## src/rtl/projb_pkg.sv

```systemverilog
// Shared types and widths for the instruction-memory path: the loader FSM state
// encoding and the address/instruction widths that the processor also uses.
package projb_pkg;

    localparam int IMEM_ADDR_W = 7;
    localparam int INSTR_W     = 16;

    typedef enum logic [1:0] {
        IDLE  = 2'd0,
        ARMED = 2'd1,
        WRITE = 2'd2,
        DONE  = 2'd3
    } loader_state_t;

endpackage

```

## src/rtl/imem_loader.sv

```systemverilog
// Switch-entry instruction loader: one word per key strobe, written sequentially into
// instruction memory over a ready/enable handshake. Optional macro: LOADER_CHECKSUM_EN.
module imem_loader
    import projb_pkg::*;
#(
    parameter int ADDR_W = IMEM_ADDR_W,
    parameter int DATA_W = INSTR_W,
    parameter int DEPTH  = 128
) (
    input  logic              clk_i,
    input  logic              rst_i,
    input  logic              start_i,
    input  logic [ADDR_W-1:0] start_addr_i,
    input  logic              strobe_i,
    input  logic [DATA_W-1:0] data_in_i,
    input  logic              finish_i,
    input  logic              wr_ready_i,
    output logic              wr_en_o,
    output logic [ADDR_W-1:0] wr_addr_o,
    output logic [DATA_W-1:0] wr_data_o,
    output logic              busy_o,
    output logic              done_o,
    output logic              overflow_o,
    output logic [ADDR_W:0]   count_o,
    output logic [DATA_W-1:0] checksum_o,
    output logic [1:0]        state_o
);

    localparam logic [ADDR_W:0] DEPTH_C = (ADDR_W+1)'(DEPTH);

    loader_state_t     state_q;
    logic [ADDR_W-1:0] addr_q;
    logic [DATA_W-1:0] data_q;
    logic              wr_en_q;
    logic              busy_q;
    logic              done_q;
    logic              ovf_q;
    logic              fin_pend_q;
    logic [ADDR_W:0]   count_q;
    logic [ADDR_W:0]   count_d;
    logic              close_d;

    assign count_d = count_q + 1'b1;
    // A handshake closes the session on the last slot or on any Finish seen so far.
    assign close_d = (count_d == DEPTH_C) || fin_pend_q || finish_i;

    always_ff @(posedge clk_i or posedge rst_i) begin
        if (rst_i) begin
            state_q    <= IDLE;
            addr_q     <= '0;
            data_q     <= '0;
            wr_en_q    <= 1'b0;
            busy_q     <= 1'b0;
            done_q     <= 1'b0;
            ovf_q      <= 1'b0;
            fin_pend_q <= 1'b0;
            count_q    <= '0;
        end else begin
            case (state_q)
                IDLE, DONE: begin
                    if (start_i) begin
                        state_q    <= ARMED;
                        busy_q     <= 1'b1;
                        addr_q     <= start_addr_i;
                        count_q    <= '0;
                        done_q     <= 1'b0;
                        ovf_q      <= 1'b0;
                        fin_pend_q <= 1'b0;
                    end
                end
                ARMED: begin
                    if (strobe_i) begin
                        state_q    <= WRITE;
                        data_q     <= data_in_i;
                        wr_en_q    <= 1'b1;
                        fin_pend_q <= finish_i;
                    end else if (finish_i) begin
                        state_q <= DONE;
                        busy_q  <= 1'b0;
                        done_q  <= 1'b1;
                    end
                end
                WRITE: begin
                    if (strobe_i) begin
                        ovf_q <= 1'b1;
                    end
                    if (wr_ready_i) begin
                        wr_en_q <= 1'b0;
                        addr_q  <= addr_q + 1'b1;
                        count_q <= count_d;
                        if (close_d) begin
                            state_q    <= DONE;
                            busy_q     <= 1'b0;
                            done_q     <= 1'b1;
                            fin_pend_q <= 1'b0;
                        end else begin
                            state_q <= ARMED;
                        end
                    end else if (finish_i) begin
                        fin_pend_q <= 1'b1;
                    end
                end
                default: state_q <= IDLE;
            endcase
        end
    end

`ifdef LOADER_CHECKSUM_EN
    logic [DATA_W-1:0] sum_q;
    always_ff @(posedge clk_i or posedge rst_i) begin
        if (rst_i) begin
            sum_q <= '0;
        end else if ((state_q == IDLE || state_q == DONE) && start_i) begin
            sum_q <= '0;
        end else if (state_q == WRITE && wr_ready_i) begin
            sum_q <= sum_q + data_q;
        end
    end
    assign checksum_o = sum_q;
`else
    assign checksum_o = '0;
`endif

    assign wr_en_o    = wr_en_q;
    assign wr_addr_o  = addr_q;
    assign wr_data_o  = data_q;
    assign busy_o     = busy_q;
    assign done_o     = done_q;
    assign overflow_o = ovf_q;
    assign count_o    = count_q;
    assign state_o    = state_q;

endmodule

```

## config.mk

```make
export PLATFORM = sky130hd
export DESIGN_NAME = imem_loader
export DESIGN_NICKNAME = d
export VERILOG_FILES = /design/src/rtl/projb_pkg.sv /design/src/rtl/imem_loader.sv
export SDC_FILE = /design/constraint.sdc
export NUM_CORES = 1
export LEC_CHECK = 0
export CAP_MARGIN = 20
export CORE_MARGIN = 4
export CORE_UTILIZATION = 38
export CTS_BUF_LIST = sky130_fd_sc_hd__clkbuf_2
export CTS_CLUSTER_SIZE = 24
export DETAILED_ROUTE_END_ITERATION = 6
export GPL_TIMING_DRIVEN = 0
export PLACE_DENSITY = 0.82
export SLEW_MARGIN = 20
export SYNTH_ARGS = -nofsm -noshare
export SYNTH_HDL_FRONTEND = slang
export SYNTH_SLANG_ARGS = --single-unit
```

## constraint.sdc

```tcl
create_clock -name clk_i -period 5.2 [get_ports clk_i]
set_input_delay 1.04 -clock clk_i [delete_from_list [all_inputs] [get_ports clk_i]]
set_output_delay 1.04 -clock clk_i [all_outputs]
set_load 0.05 [all_outputs]
```

==> results of run 1 <==
## routing by layer
layer	vias to the layer above	track usage (%)	routed length, um
met2	72	26.4	2410
met3	6	6.43	506
met4	0	5.07	37
met1	831	17.3	1940
li1	871	-	-
met5	-	0	0
## power by group through the flow
| stage | clock network, uW | logic [uW] | registers (uW) |
|---|---|---|---|
| global placement | 0 | 1140 | 505 |
| detailed placement | 0 | 1160 | 514 |
| floorplan | 0 | 398 | 905 |
| global route | 142 | 1240 | 523 |
| finish | 123 | 1160 | 506 |
| CTS | 130 | 1170 | 506 |
## cells by family (layout without fill, tap and decap cells)
group | count (synthesis) | after routing | synth area share (%)
buf+inv | 28 | 101 | 8.08
other cells | 1 | 16 | 0.184
flops | 38 | 38 | 46.5
xor+xnor | 3 | 3 | 1.29
simple gates | 57 | 57 | 15.1
compound gates | 50 | 50 | 14.9
mux | 20 | 20 | 10.9
fa+ha+maj | 5 | 5 | 3.06
## cell type report
class                      count  area [um2]  area share, %
timing repair buffer          66         671           23.2
clock inverter                 2        10.0          0.346
buffer                        22         143           4.93
clock buffer                   5        25.0          0.865
tap                           70        87.6           3.03
inverter                       6        22.5          0.779
sequential                    38         951           32.9
multi-input combinational    151         983           34.0
## registers in the layout, indices dropped and copies added (netlist names)
signal	count
busy_o	1
fin_pend_q	1
wr_data_o	16
overflow_o	1
wr_addr_o	7
state_o	2
count_o	8
done_o	1
wr_en_o	1
## final timing paths
path,from,endpoint,slack [ns],cells past startpoint
min in group asynchronous,rst_i,wr_data_o[0],0.90,2
min reg2reg,busy_o,busy_o,0.52,1
max reg2reg,count_o[0],busy_o,2.82,7
max in group asynchronous,rst_i,count_o[6],3.86,3
max,count_o[3],count_o[3],2.37,1
min,busy_o,busy_o,0.52,1
## cells in the mapped netlist (all sizes together), types with 2 or more instances
master | count | share of area, %
xor2 | 2 | 0.86
a21oi | 10 | 2.4
inv | 6 | 1.1
and3 | 5 | 1.5
mux2 | 18 | 9.9
nand2 | 15 | 2.8
and2 | 2 | 0.61
and4 | 2 | 0.98
buf | 17 | 6.1
o22ai | 5 | 1.5
nor2 | 10 | 1.8
ha | 5 | 3.1
o31ai | 3 | 1.1
a32o | 2 | 0.98
o21ai | 22 | 5.4
clkbuf | 5 | 0.92
nand3 | 10 | 3.1
dfrtp | 38 | 47
nand4 | 2 | 0.61
mux2i | 2 | 0.98
nand2b | 5 | 1.5
## through the flow
step / instance area [um2] / hold slack [ns] / utilization (%)
CTS: 2890 / 0.521 / 55.9
floorplan: 2100 / 0.474 / -
detailed placement: 2860 / 0.482 / 55.2
global placement: 2840 / 0.474 / 54.9
finish: 2890 / 0.516 / 55.9
global route: 2890 / 0.543 / 55.9
==> results.md, run 1 <==
- Status: finished, final reports clean
- Synthesis Warnings: 0
- Antenna viol nets, final: 0
- Number of synthesized flops with an enable pin: 0
- Effective utilization at floorplan: 39.5%
- Final min period: 2.83 ns
- Post-Syn Instances: between 200 and 250
- CTS max path bufs: 2
- P_sw: 936 uW
- Post-CTS sizing: 0
- Yosys reg bits: 38
- Layout cells sized above 1: between 10% and 20%
- Row Count: 26
- Core Region: 5170 um2
- Synth-to-Final Area Change: 41.6%
- Final count of hold timing violations: 0
- WP data required: roughly 4.2 ns
- Vias in the first global route: roughly 1,700
- Largest net degree at the start of global routing: 28
- Leak pwr: around 0.0013 uW
- Port Buffer Count: 65
- Mapped Area: 2040 um2
- Logic pwr share: roughly two thirds
- Dpl cells: between 300 and 400
- Vias: about 1,800
- Nets: 324
- Final Skew: about 0.011 ns
- Post-Syn Area per Cell: ~10 um2
- Postcts setup bufs: 0
- Post-CTS Hold Buffers: 0
- Initial antenna violation count: 0
- RSZ-0062 raised after global routing: false
- WP buf/inv: 1
- CTS Root Cell: clkbuf_2
- Crit path largest cell delay: roughly 0.86 ns
- Clock Power Share: under 10%
- Ys flop type: dfrtp_1
- Slowest CP cell: clkdlybuf4s50_1
- Total CTS buffers: 5
- Switching share of power: a little over half
- Ordered cell list for the critical path: clkdlybuf4s50_1
- Die Span Y: ~81 um
- Slew Limit Fails: 0
- Max IR drop VDD: approximately 0.36 mV
- Final setup viols: 0
- Wire per inst: roughly 14 um
- Gpl congestion: approximately 0.9
- Least-Margin Pin Slew: between 0.5 and 0.6 ns
- Clk_lat worst skew: 0.37 ns
- Crit Path Max Fanout: 7
- Data arrival time of the worst path: about 1.8 ns
- Die Wd: roughly 81 um
- FMAX: between 300 and 400 MHz
- Seq pwr share: ~28%
- DP Worst Slack: between 2 and 2.5 ns
- Max-cap violations: 0
- Slew Limit Headroom: a little under two thirds
- Ant. Diodes: 0
- Setup crit end kind: primary output
- Fill cell count: ~470
- First-pass DRT Iterations: 4
- Netlist cell types: 42
- Top delay family on crit path: buffers and inverters
- Final WS setup: 2.37 ns
- GRT Util Overall: ~15%
- Most frequent cells in the layout: 65 x clkdlybuf4s50_1, 38 x dfrtp_1, 21 x o21ai_0, 17 x mux2_2
- Commonest non-fill, non-tap cell in the layout: clkdlybuf4s50_1
- Clk sinks: 38
- Wirelength, routed: 4.90 mm
- Post-synthesis sequential area ratio: 46.5%
- Synth async-reset ratio: between 90% and 100%
- TritonCTS clock tree: done
- Hold WC Path Type: reg2reg
- Tot Pwr: between 1500 and 2000 uW
- Drt initial violations: 107
- Area of the die: between 6000 and 7000 um2
- P per Cell Area: slightly above 600 nW/um2
- Hpwl dp: 3.76 mm
- First-pass GRT wire length: approximately 7.9 mm
- Critical Path Source Type: register
- Non-filler cells, final: 360
- Clock slew at reported path FFs: 0.18 ns
- Remaining DRCs: 0
- Setup TNS: 0 ns
- Congestion Overflow GR: 0
- H-tree levels: 2
- Setup CP Type: reg2out
- Period utilization: about 54%
- Vias per cell: between 4 and 5
- Num ports: just over 80
- Internal Power: about 850 uW
Power figures use the tool's default switching activity.
==> run 2: changes to the inputs <==
- PLACE_DENSITY: 0.82 -> 0.85
- clock period: 5.2 -> 2.48 ns (I/O delays scaled with it)
==> run 2 against run 1 <==
  * Combinational power increased by 110%
  * Register-to-register slack worse by 2.6 ns
  * Worst hold slack got worse by 0.075 ns
  * Wire length fell by 2.1%
  * Sequential power up 110%
  * Design area rose by 2.2%
  * Via count rose by 0.84%
  * Clock-buffer cell count stayed put
  * Sequential share of layout area down 0.64 points
  * Utilization rose by 1.3 points
  * Final cell count rose by 0.28%
  * Largest cell class unchanged
  * Highest routed layer unchanged
==> results.md, run 2 (synthesis results as in run 1) <==
- Setup crit start: count_o[0] (was count_o[3])
- Port Buffer Count: 65 (unchanged)
- Wire per inst: 13.3 um (was 13.6 um)
- Core Region: 5170 um2 (unchanged)
- Least-Margin Pin Slew: 0.527 ns (was 0.548 ns)
- First-pass DRT Iterations: 4 (unchanged)
- Worst Setup EP: busy_o (was count_o[3])
- H-tree levels: 2 (unchanged)
- Top delay family on crit path: simple AND/OR/NAND/NOR gates (was buffers and inverters)
- Vias: 1,795 (was 1,780)
- WP buf/inv: 0 (was 1)
- Max IR drop VDD: 0.825 mV (was 0.359 mV)
- Reg-to-reg critical path startpoint: count_o[0] (unchanged)
- CTS Root Cell: clkbuf_2 (unchanged)
- Effective utilization at floorplan: 39.5% (unchanged)
- Synth-to-Final Area Change: 44.8% (was 41.6%)
- Num ports: 82 (unchanged)
- Max reg flops: 16 (unchanged)
- Slew Limit Headroom: 64.7% (was 63.5%)
- Most frequent cells in the layout: 65 x clkdlybuf4s50_1, 36 x dfrtp_1, 21 x o21ai_0, 17 x mux2_2 (was 65 x clkdlybuf4s50_1, 38 x dfrtp_1, 21 x o21ai_0, 17 x mux2_2)
- Hold slack: 0.441 ns (was 0.516 ns)
- Largest net degree at the start of global routing: 21 (was 28)
- Remaining DRCs: 0 (unchanged)
- Ordered cell list for the critical path: ha_1, nand3_4, or4_1, o21ai_1, o211a_1, o21a_2, mux2_1 (was clkdlybuf4s50_1)
- P per Cell Area: 1340 nW/um2 (was 618 nW/um2)
- Wirelength, routed: 4.79 mm (was 4.90 mm)
- Gpl congestion: 0.829 (was 0.878)
- Nets: 324 (unchanged)
- CTS max path bufs: 2 (unchanged)
- Slew Limit Fails: 0 (unchanged)
- Reg2reg end: busy_o (unchanged)
- Die Wd: 81.3 um (unchanged)
- Crit path largest cell delay: 0.51 ns (was 0.86 ns)
- Die Span Y: 81.3 um (unchanged)
- Crit Path Max Fanout: 8 (was 7)
- RSZ-0062 raised after global routing: false (unchanged)
- Drt initial violations: 96 (was 107)
- Critical Path Source Type: register (unchanged)
- Max-cap violations: 0 (unchanged)
- TritonCTS clock tree: done (unchanged)
- Ant. Diodes: 0 (unchanged)
- Final Skew: 0.0133 ns (was 0.0109 ns)
- Hold WC Path Type: in2async (was reg2reg)
- Leak pwr: 0.00130 uW (was 0.00127 uW)
- Clock Power Share: 11.8% (was 6.9%)
- Status: finished, final reports clean (unchanged)
- Crit path depth: 7 (was 1)
- Data arrival time of the worst path: 2.55 ns (was 1.79 ns)
- Postcts setup bufs: 0 (unchanged)
- Antenna viol nets, final: 0 (unchanged)
- Vias in the first global route: 1,757 (was 1,738)
- Area of the die: 6610 um2 (unchanged)
- First-pass GRT wire length: 7.85 mm (was 7.92 mm)
- Hpwl dp: 3.74 mm (was 3.76 mm)
- Non-filler cells, final: 361 (was 360)
- Setup CP Type: reg2reg (was reg2out)
- Final setup viols: 0 (unchanged)
- Clk sinks: 38 (unchanged)
- Seq pwr share: 26.9% (was 28.3%)
- Logic pwr share: 61.3% (was 64.8%)
- Setup TNS: 0 ns (unchanged)
- Internal Power: 2000 uW (was 852 uW)
- WP data required: 2.75 ns (was 4.16 ns)
- Vias per cell: 4.97 (was 4.94)
- Worst r2r path cells: 7 (unchanged)
- Row Count: 26 (unchanged)
- Switching share of power: 49.5% (was 52.3%)
- Final min period: approximately 2.3 ns
- Clock slew at reported path FFs: 0.20 ns (was 0.18 ns)
- Commonest non-fill, non-tap cell in the layout: clkdlybuf4s50_1 (unchanged)
- Dpl cell area: 2870 um2 (was 2860 um2)
- Worst R2R Setup Slack: 0.20 ns (was 2.82 ns)
- Final instance area: 2960 um2 (was 2890 um2)
- Initial antenna violation count: 0 (unchanged)
- P_sw: 1960 uW (was 936 uW)
- GRT Util Overall: 15.2% (was 15.4%)
- FMAX: around 440 MHz
- Dpl cells: 353 (unchanged)
- Period utilization: about 92%
- Congestion Overflow GR: 0 (unchanged)
- Clk_lat worst skew: 0.37 ns (about the same)
- Layout cells sized above 1: 17.2% (was 16.2%)
- Setup crit end kind: register (was primary output)
- Final count of hold timing violations: 0 (unchanged)
- Fill cell count: 451 (was 473)
- Slowest CP cell: or4_1 (was clkdlybuf4s50_1)
- Total CTS buffers: 5 (unchanged)
-- run 2: cell count changes in the layout (fill, tap and decap cells not counted), moves of 2 or more --
cell and delta:
clkinv_2 -2, dfrtp_2 +2, bufinv_16 +2, dfrtp_1 -2
-- run 2: worst min path at each step --
stage	from	to	slack [ns]	cells after the start
2_1_floorplan	fin_pend_q	fin_pend_q	0.47	1
3_3_place_gp	busy_o	busy_o	0.47	1
3_5_place_dp	busy_o	busy_o	0.48	1
4_1_cts	rst_i	wr_data_o[4]	0.43	2
5_1_grt	rst_i	wr_data_o[14]	0.40	2
6_report	rst_i	wr_data_o[14]	0.44	2
-- run 2: per-stage QoR --
step                power, uW  setup WS [ns]  utilization (%)
floorplan                2730          0.178                -
global placement         3450         0.0605             54.9
detailed placement       3520         0.0221             55.4
CTS                      4000          0.167             57.2
global route             4220         0.0728             57.2
finish                   3960          0.196             57.2
-- run 2: metal layers --
layer  global-route usage, %  vias to the layer above  routed length, um
met5                       0                        -                  0
met2                    24.7                       75               2350
met4                    4.56                        0                 31
met1                    17.8                      840               1900
li1                        -                      876                  -
met3                    7.21                        4                514
-- run 2: power groups by stage --
| stage | logic (uW) | clock network, uW | registers (uW) |
|---|---|---|---|
| 2_1_floorplan | 834 | 0 | 1900 |
| 3_3_place_gp | 2390 | 0 | 1060 |
| 3_5_place_dp | 2440 | 0 | 1080 |
| 4_1_cts | 2440 | 486 | 1070 |
| 5_1_grt | 2600 | 514 | 1100 |
| 6_report | 2430 | 469 | 1070 |
-- run 2: repair_timing --
item,CTS,global route
endpoints found under the setup margin,0,2
hold buffers,0,0
gates resized for setup,0,2
-- run 2: area by class of cell --
class,count,area [um2],share of cell area [%]
Buffer,22,144,4.86
Clock buffer,5,25.0,0.846
Clock inverter,3,63.8,2.16
Inverter,6,22.5,0.761
Multi-Input combinational cell,151,983,33.2
Sequential cell,38,953,32.2
Tap cell,70,87.6,2.96
Timing Repair Buffer,66,678,22.9
==> run 3: changes to the inputs <==
- CORE_UTILIZATION: 38 -> 40
- PLACE_DENSITY: 0.85 -> 0.88
==> run 3 against run 2 <==
  * Clock-buffer cell count rose by 1
  * Sequential share of layout area rose by 0.70 points
  * Utilization rose by 2.5 points
  * Critical endpoint is now count_o[3]
  * Largest cell class unchanged
==> results.md, run 3 (synthesis results as in run 1) <==
- GRT Util Overall: 16.2% (was 15.2%)
- Core Region: 4850 um2 (was 5170 um2)
- Slowest CP cell: clkdlybuf4s50_1 (was or4_1)
- Vias: 1,786 (was 1,795)
- Largest net degree at the start of global routing: 26 (was 21)
- Crit path largest cell delay: 0.86 ns (was 0.51 ns)
- Top delay family on crit path: buffers and inverters (was simple AND/OR/NAND/NOR gates)
- Gpl congestion: 0.792 (was 0.829)
- Max layer used: met4 (unchanged)
- Hpwl dp: 3.99 mm (was 3.74 mm)
- Row Count: 25 (was 26)
- WP data required: 1.98 ns (was 2.75 ns)
- Vias in the first global route: 1,717 (was 1,757)
- Setup crit start: count_o[3] (was count_o[0])
- Clock slew at reported path FFs: 0.19 ns (was 0.20 ns)
- Clock Power Share: 7.2% (was 11.8%)
- First-pass DRT Iterations: 5 (was 4)
- Area of the multi-input gates: 983 um2 (unchanged)
- Ant. Diodes: 0 (unchanged)
- Synth-to-Final Area Change: 41.7% (was 44.8%)
- Setup CP Type: reg2out (was reg2reg)
- Effective utilization at floorplan: 42.1% (was 39.5%)
- Num ports: 82 (unchanged)
- Vias per cell: 4.99 (was 4.97)
- Least-Margin Pin Slew: 0.535 ns (was 0.527 ns)
- Wirelength, routed: 4.97 mm (was 4.79 mm)
- Final min period: 2.30 ns (was 2.28 ns)
- Congestion Overflow GR: 0 (unchanged)
- TritonCTS clock tree: done (unchanged)
- Seq pwr share: 28.3% (was 26.9%)
- Switching share of power: 52.3% (was 49.5%)
- Drt initial violations: 63 (was 96)
- Clk sinks: 38 (unchanged)
- Setup TNS: 0 ns (unchanged)
- Final Skew: 0.0103 ns (was 0.0133 ns)
- Die Wd: 79.5 um (was 81.3 um)
- RSZ-0062 raised after global routing: false (unchanged)
- Total CTS buffers: 5 (unchanged)
- Logic pwr share: 64.4% (was 61.3%)
- Post-CTS Hold Buffers: 0 (unchanged)
- Data arrival time of the worst path: 1.80 ns (was 2.55 ns)
- Antenna viol nets, final: 0 (unchanged)
- Initial antenna violation count: 0 (unchanged)
- Area of the die: 6320 um2 (was 6610 um2)
- Hold WC Path Type: in2async (unchanged)
- Max reg flops: 16 (unchanged)
- Max-cap violations: 0 (unchanged)
- CTS Root Cell: clkbuf_2 (unchanged)
- Max IR drop VDD: 0.995 mV (was 0.825 mV)
- Reg-to-reg critical path startpoint: count_o[1] (was count_o[0])
- Met1 wire length: 1.90 mm (about the same)
- WL met3: 585 um (was 514 um)
- Wire per inst: 13.9 um (was 13.3 um)
- Clk_lat worst skew: 0.39 ns (was 0.37 ns)
- Port Buffer Count: 65 (unchanged)
- Postcts setup bufs: 0 (unchanged)
- WL met2: 2.44 mm (was 2.35 mm)
- Dpl cell area: 2860 um2 (was 2870 um2)
- CTS max path bufs: 2 (unchanged)
- Commonest non-fill, non-tap cell in the layout: clkdlybuf4s50_1 (unchanged)
- Slew Limit Fails: 0 (unchanged)
- Remaining DRCs: 0 (unchanged)
- Layout cells sized above 1: 16.8% (was 17.2%)
- Die Span Y: 79.5 um (was 81.3 um)
- Final setup viols: 0 (unchanged)
- Final count of hold timing violations: 0 (unchanged)
- Fill cell count: 413 (was 451)
- P per Cell Area: 1300 nW/um2 (was 1340 nW/um2)
- P_sw: 1970 uW (was 1960 uW)
- WP buf/inv: 1 (was 0)
- FMAX: 436 MHz (was 438 MHz)
- Most frequent cells in the layout: 65 x clkdlybuf4s50_1, 36 x dfrtp_1, 21 x o21ai_0, 17 x mux2_2 (unchanged)
- Final instance area: 2900 um2 (was 2960 um2)
- H-tree levels: 2 (unchanged)
- Leak pwr: 0.00127 uW (was 0.00130 uW)
- Period utilization: 92.6% (was 92.1%)
- Crit Path Max Fanout: 7 (was 8)
- Register area: 953 um2 (unchanged)
- Ordered cell list for the critical path: clkdlybuf4s50_1 (was ha_1, nand3_4, or4_1, o21ai_1, o211a_1, o21a_2, mux2_1)
- Slew Limit Headroom: 64.2% (was 64.7%)
- Setup crit end kind: primary output (was register)
- Post-CTS sizing: 0 (unchanged)
- Nets: 324 (unchanged)
- Internal Power: 1800 uW (was 2000 uW)
- First-pass GRT wire length: 8.02 mm (was 7.85 mm)
- Status: finished, final reports clean (unchanged)
- Critical Path Source Type: register (unchanged)
==> run 3: changes by cell type in the layout (fill, tap and decap cells not counted) <==
| cell | delta |
|---|---|
| bufinv_16 | -2 |
| clkbuf_1 | +1 |
| buf_16 | -1 |
| buf_12 | +1 |
| clkinv_2 | +1 |
==> run 3: final timing paths <==
check | end | slack [ns] | cells past startpoint
hold reg to reg | busy_o | 0.52 | 1
hold / removal | wr_data_o[10] | 0.34 | 2
min in group clk_i | busy_o | 0.52 | 1
max in group asynchronous | count_o[0] | 1.69 | 3
setup reg to reg | busy_o | 0.20 | 7
setup / recovery | count_o[3] | 0.18 | 1
==> run 3: final cells by class <==
cell class              count  share of cell area (%)
clock inverters             2                   0.303
inverters                   6                   0.778
repair buffers             66                    23.2
plain buffers              22                    4.93
well taps                  67                    2.90
clock buffers               6                    1.04
multi-input cells         151                    34.0
flip-flops and latches     38                    32.9
==> run 3: power groups by stage <==
stage	logic [uW]	registers, uW	clock network [uW]
3_5_place_dp	2440	1090	0
6_report	2430	1070	273
4_1_cts	2450	1070	283
5_1_grt	2600	1110	304
3_3_place_gp	2390	1060	0
2_1_floorplan	834	1900	0
==> run 3: metal layers <==
| metal | GRT usage (%) | vias up |
|---|---|---|
| met5 | 0 | - |
| met4 | 4.12 | 0 |
| met3 | 8.92 | 6 |
| met2 | 26.5 | 73 |
| met1 | 18.2 | 835 |
| li1 | - | 872 |
==> run 3: worst register-to-register path, stage by stage (launching register included) <==
cell and delay (ns):
dfrtp_2 0.47, ha_1 0.31, nand3_4 0.14, or4_1 0.52, o21ai_1 0.09, o211a_1 0.21
o21a_2 0.14, mux2_1 0.31
==> run 3: through the flow <==
step	instances	utilization [%]	worst slack, ns	hold WS [ns]	power [uW]
5_1_grt	358	59.7	0.0471	0.328	4020
6_report	358	59.7	0.184	0.338	3770
3_3_place_gp	349	58.5	0.0833	0.471	3450
2_1_floorplan	217	-	0.178	0.474	2730
4_1_cts	358	59.7	0.155	0.319	3810
3_5_place_dp	350	58.9	0.0205	0.486	3530
